$ cat config.mk
export PLATFORM = sky130hd
export DESIGN_NAME = control_word_decode_stage
export DESIGN_NICKNAME = d
export VERILOG_FILES = /design/src/rtl/control_word_decode_stage.sv
export SDC_FILE = /design/constraint.sdc
export NUM_CORES = 1
export LEC_CHECK = 0
export ABC_AREA = 1
export CORE_ASPECT_RATIO = 1.1
export CORE_UTILIZATION = 52
export CTS_CLUSTER_SIZE = 14
export DETAILED_ROUTE_END_ITERATION = 10
export PLACE_DENSITY = 0.86
export SLEW_MARGIN = 10
export SYNTH_ARGS = -nofsm -noshare
export SYNTH_HDL_FRONTEND = slang
export SYNTH_SLANG_ARGS = --single-unit
$ cat constraint.sdc
create_clock -name clk -period 2.7 [get_ports clk]
set_input_delay 0.675 -clock clk [delete_from_list [all_inputs] [get_ports clk]]
set_output_delay 0.675 -clock clk [all_outputs]
set_load 0.01 [all_outputs]
$ cat src/rtl/control_word_decode_stage.sv
// control_word_decode_stage: registered, skid-buffered split of a microcode control word into datapath fields
module control_word_decode_stage #(
  parameter int OPCODE_W = 7,
  parameter int FS_W = 5,
  parameter int RA_W = 5,
  parameter int CNT_W = 16,
  parameter int WORD_W = 32
) (
  input  logic                clk,
  input  logic                rst_n,
  input  logic                flush,
  input  logic                in_valid,
  output logic                in_ready,
  input  logic [WORD_W-1:0]   in_word,
  output logic                out_valid,
  input  logic                out_ready,
  output logic [OPCODE_W-1:0] opcode,
  output logic                rw,
  output logic [1:0]          md,
  output logic [1:0]          bs,
  output logic                ps,
  output logic                mw,
  output logic [FS_W-1:0]     fs,
  output logic                ma,
  output logic                mb,
  output logic [RA_W-1:0]     aa,
  output logic [RA_W-1:0]     ba,
  output logic                cs,
  output logic                md_illegal,
  input  logic                cnt_clr,
  output logic [CNT_W-1:0]    dec_count
);
  localparam int B = WORD_W - OPCODE_W;
  if (WORD_W != OPCODE_W + FS_W + 2*RA_W + 10) begin : g_bad_width
    $error("WORD_W must equal OPCODE_W+FS_W+2*RA_W+10");
  end
  logic [WORD_W-1:0] or_w, sr_w;
  logic or_v, sr_v, or_ill, sr_ill;
  logic acc, drain, in_ill;
  assign in_ready = ~sr_v;
  assign acc = in_valid & ~sr_v;
  assign drain = or_v & out_ready;
  assign in_ill = in_word[B-2 -: 2] == 2'b11;
  always_ff @(posedge clk) begin
    if (!rst_n) begin
      or_w <= '0;
      sr_w <= '0;
      or_v <= 1'b0;
      sr_v <= 1'b0;
      or_ill <= 1'b0;
      sr_ill <= 1'b0;
    end else if (flush) begin
      or_v <= 1'b0;
      sr_v <= 1'b0;
    end else if (drain | ~or_v) begin
      or_v <= sr_v | acc;
      if (sr_v) begin
        or_w <= sr_w;
        or_ill <= sr_ill;
        sr_v <= 1'b0;
      end else if (acc) begin
        or_w <= in_word;
        or_ill <= in_ill;
      end
    end else if (acc) begin
      sr_w <= in_word;
      sr_ill <= in_ill;
      sr_v <= 1'b1;
    end
  end
  always_ff @(posedge clk) begin
    if (!rst_n || cnt_clr) dec_count <= '0;
    else if (drain && dec_count != '1) dec_count <= dec_count + 1'b1;
  end
  assign out_valid = or_v;
  assign md_illegal = or_ill;
  assign opcode = or_w[WORD_W-1 -: OPCODE_W];
  assign rw = or_w[B-1];
  assign md = or_w[B-2 -: 2];
  assign bs = or_w[B-4 -: 2];
  assign ps = or_w[B-6];
  assign mw = or_w[B-7];
  assign fs = or_w[B-8 -: FS_W];
  assign ma = or_w[2*RA_W+2];
  assign mb = or_w[2*RA_W+1];
  assign aa = or_w[2*RA_W -: RA_W];
  assign ba = or_w[RA_W -: RA_W];
  assign cs = or_w[0];
endmodule

# --- Word-level counts from Yosys, hierarchy flattened ---
# Cells that the tools add are included.
totals:
  ff_bits: 84
  inputBits: 38
  wordCells: 31
classes:
  add_sub_neg: 1
  eq_ne: 2
  n_mux: 4
  bitwise: 9
  reduce_logical: 8
op_table:
  columns: ["op", "count"]
  rows:
  - ["32-bit 2-to-1 mux", 2]
  - ["16-bit by 1-bit adder with 16-bit output (second input constant)", 1]
  - ["16-bit inequality test (second input constant)", 1]
  - ["3-bit AND reduction", 2]
  - ["1-bit NOT", 5]
  - ["3-bit OR reduction", 1]
  - ["1-bit bitwise AND", 2]
  - ["2-bit == test (second input constant)", 1]
  - ["1-bit 2-to-1 mux", 2]
  - ["1-bit bitwise OR", 2]
  - ["2-bit nonzero test", 1]
  - ["2-bit OR reduction", 1]
  - ["1-bit logical AND", 1]
  - ["1-bit logical NOT", 1]
  - ["1-bit logical OR", 1]

# --- Depth between registers and ports, before layout ---
depth:
  ltp_word: 4
  ltp_mapped: 9
  ltp_nobuf: 9

# --- Least setup slack after synthesis ---
# Ideal clock, no wire load.
synth_timing:
  kind: "input-to-reg"
  startpoint: "in out_ready"
  endpoint: "reg sr_w[20]"
  setup_ps: 116
  arrival_ps: 1439
  t_required_ps: 2584
  path_slack_ps: 1146
  stages: 7
  path_buffers: 1
  path_cell_list: "inv_1 > nand2_1 > nor2_1 > nand3_1 > clkbuf_1 > o21ai_0 > nor2_1"
synth_between:
  elab_chain_cells: 4
synth_lines:
  columns: ["item", "line", "rtl"]
  rows:
  - ["start: declaration", "16", "input logic out_ready,"]
  - ["1-bit bitwise AND", "42", "assign drain = or_v & out_ready;"]
  - ["1-bit bitwise OR", "55", "end else if (drain | ~or_v) begin"]
  - ["1-bit NOT (no line)", null, null]
  - ["3-bit AND reduction (no line)", null, null]
  - ["end signal: assignment", "66", "sr_w <= in_word;"]
  - ["end: declaration", "37", "logic [WORD_W-1:0] or_w, sr_w;"]
# No other way between the ends.
# A chain may end at the register's enable or synchronous reset.

# --- Final worst setup path ---
layout_timing:
  startpoint: "in out_ready"
  endpoint: "reg sr_ill"
layout_between:
  elab_chain_cells: 4
layout_lines:
  columns: ["item", "line", "rtl"]
  rows:
  - ["1-bit bitwise AND", "42", null]
  - ["1-bit bitwise OR", "55", null]
  - ["1-bit NOT (no line)", null, null]
  - ["3-bit AND reduction (no line)", null, null]
  - ["end signal: assignment", "67", "sr_ill <= in_ill;"]
  - ["end: declaration", "38", "logic or_v, sr_v, or_ill, sr_ill;"]
# No other way between the ends.

==> flow_summary.json <==
{
  "yosysWarnings": 0,
  "pwr-share-clk_pct": 40.5,
  "switchingPower_mw": 0.628,
  "globalRouteMet2Util_pct": 41.2,
  "ys_types": 29,
  "grt_first_pass_wirelength_um": 15200,
  "grt.busiest_layer": "met2",
  "dieArea_sq_mm": 0.00766,
  "cp.arrival_ps": 2360,
  "finalClockSkew_ps": 11.4,
  "postCtsSetupRepairBufs": 0,
  "synth_area_sq_mm": 0.00380,
  "hpwlAfterDp_um": 6230,
  "worst_slew_pin_slew_ps": 536,
  "pwr-share-comb_pct": 10.8,
  "chipWidth_um": 83.6,
  "syn_inst": 564,
  "startpoint": "out_ready",
  "cts_inserted_buffers": 9,
  "grt_use_total_pct": 24.0,
  "final_core_utilization_pct": 70.1,
  "required_ps": 2970,
  "clock_sinks": 84,
  "cts_tree": "yes",
  "drive_above_1_share_pct": 5.88,
  "firstDrtPassIters": 5,
  "hold_path_startpoint": "or_w[6]$_SDFFE_PN0P_",
  "drt_first_iter_violations": 178,
  "dpl.cell_count": 715,
  "grt_overflow": 0,
  "cts_resized": 0,
  "wl_um": 8900,
  "rsz0062_at_grt": "no",
  "start_util_pct": 54.0,
  "maxSlewHeadroom_pct": 64.2,
  "slew_violations": 0,
  "leakage_nw": 1.93,
  "area_growth_pct": 29.8,
  "grtUsageMet1_pct": 29.2,
  "fin_setup_tns_ps": 0,
  "p_seq_share_pct": 48.6,
  "n_antenna_cell": 0,
  "yosysSeqAreaShare_pct": 44.2,
  "timing.rr.start": "sr_v$_SDFFE_PP0P_",
  "coreArea_sq_mm": 0.00705,
  "power.internal_mw": 2.05,
  "die-height_um": 91.7,
  "cts-root-buf": "clkbuf_8",
  "synthesis.nets": 603,
  "post-route-period-util_pct": 77.2,
  "routabilityCongestion": 0.927,
  "clkTransAtPathRegs_ps": 90,
  "irDropWorstVdd_v": 0.000337,
  "grt_max_degree": 67,
  "power_density_mw_per_mm2": 543,
  "cts_buffer_depth": 2,
  "drtAntennaViolNets": 0,
  "crit_type": "in2reg",
  "insertion_delay_ps": 350,
  "nets": 680,
  "via_count": 3755,
  "ios": 89,
  "hold_ws_ps": 450,
  "cap_violations": 0,
  "period_minus_slack_ps": 2080,
  "io_buffers": 88,
  "antenna_found_initial": 0,
  "crit_path_end_kind": "register",
  "cp-start-kind": "input port",
  "hold_violations": 0,
  "stdcell_count": 731,
  "via_per_inst": 5.14,
  "htree_levels": 3,
  "first_global_vias": 3510,
  "run_status": "completed",
  "fmax_mhz": 480,
  "hold_buffers": 0,
  "wl_per_cell_um": 12.2,
  "drc_errors": 0,
  "finalSetupViolations": 0,
  "syn_area_per_cell_sq_um": 6.75,
  "ys_ff_latch": 84,
  "swShare_pct": 23.4,
  "grt.met3_usage_pct": 3.69,
  "hp-class": "reg2reg",
  "num_rows": 32,
  "crit_fanout": 32
}
-- worst max-delay path, stage by stage --
cell and delay (ps):
clkdlybuf4s50_1 420, inv_1 60, nand2_1 100, nor2_1 110, nand3_1 230, inv_2 500
nor2_1 80, nor3_1 170
-- metal layers --
layer	vias to the layer above	share of wire [%]	routed length [um]
met2	104	48	4300
met5	-	0	0
met4	0	2.1	188
li1	1937	-	-
met3	14	4.8	426
met1	1700	45	3990
-- flip-flops by register name, summed over array words and instances (netlist names) --
register    flops
or_w           32
sr_w           32
dec_count      16
md_illegal      1
out_valid       1
sr_ill          1
sr_v            1
-- power groups by stage --
stage	registers (mW)	logic [mW]	clock network, mW
2_1_floorplan	1.35	0.122	0
6_report	1.30	0.290	1.09
4_1_cts	1.30	0.291	1.10
3_5_place_dp	1.33	0.289	0
5_1_grt	1.31	0.323	1.16
3_3_place_gp	1.33	0.286	0
-- synth_stat cells --
cell type    n  area [sq um]
nand2_1    138           518
nor2_1     108           405
dfxtp_1     84          1680
o21ai_0     55           275
inv_1       50           188
a21oi_1     44           220
nand3_1     16          80.1
clkbuf_1    13          48.8
o21ai_1     10          50.1
buf_2        8          40.0
nand4_1      6          37.5
nand2_2      4          25.0
buf_4        3          22.5
buf_6        3          33.8
nor2_4       3          33.8
nor3_1       3          15.0
inv_2        2          7.51
nand3_2      2          20.0
nor3_2       2          20.0
a31oi_1      1          6.26
and2_1       1          6.26
clkbuf_4     1          7.51
clkinv_1     1          3.75
ha_1         1          12.5
nand3_4      1          17.5
nor2_2       1          6.26
o31ai_1      1          7.51
or2_1        1          6.26
xor2_1       1          8.76
-- placed cells by master (no fill, tap or decap), types with 2 or more instances in the layout --
cell type	count
inv_1	50
o21ai_1	10
nand2_2	4
nand4_1	6
nor2_1	108
clkbuf_8	9
clkinvlp_4	2
clkdlybuf4s50_1	87
bufinv_16	3
nor3_2	2
nand3_1	16
dfxtp_1	84
nor3_1	3
o21ai_0	55
inv_2	2
nand2_1	138
buf_4	5
nor2_4	3
nand3_2	2
a21oi_1	44
-- final timing paths --
path,slack (ps),to,cells past startpoint
max,620,sr_ill$_SDFFE_PN0P_,8
min,450,or_w[6]$_SDFFE_PN0P_,2
max reg2reg,940,sr_ill$_SDFFE_PN0P_,6
min reg2reg,450,or_w[6]$_SDFFE_PN0P_,2
-- metrics by stage --
step	setup WS [ps]	power, mW	area (sq um)
after floorplan	1150	1.47	3800
after global placement	331	1.62	4690
after detailed placement	278	1.62	4690
after CTS	614	2.70	4940
after global routing	383	2.79	4940
final	616	2.68	4940
-- cells by family after synthesis --
family                     Yosys count  share of synthesized area [%]
buffers and inverters               81                           9.24
xor gates and xnor gates             1                          0.230
AOI/OAI and AO/OA                  111                           14.7
DFF                                 84                           44.2
adders and majority gates            1                          0.329
and+or+nand+nor                    286                           31.3
-- cell type report --
class / instances / area (sq um)
clock buffer: 9 / 124
clock inverter: 7 / 123
fill: 568 / 2110
inverter: 53 / 199
multi-input combinational: 399 / 1770
sequential: 84 / 1680
tap: 85 / 106
timing repair buffer: 94 / 933
Power figures use the tool's default switching activity.
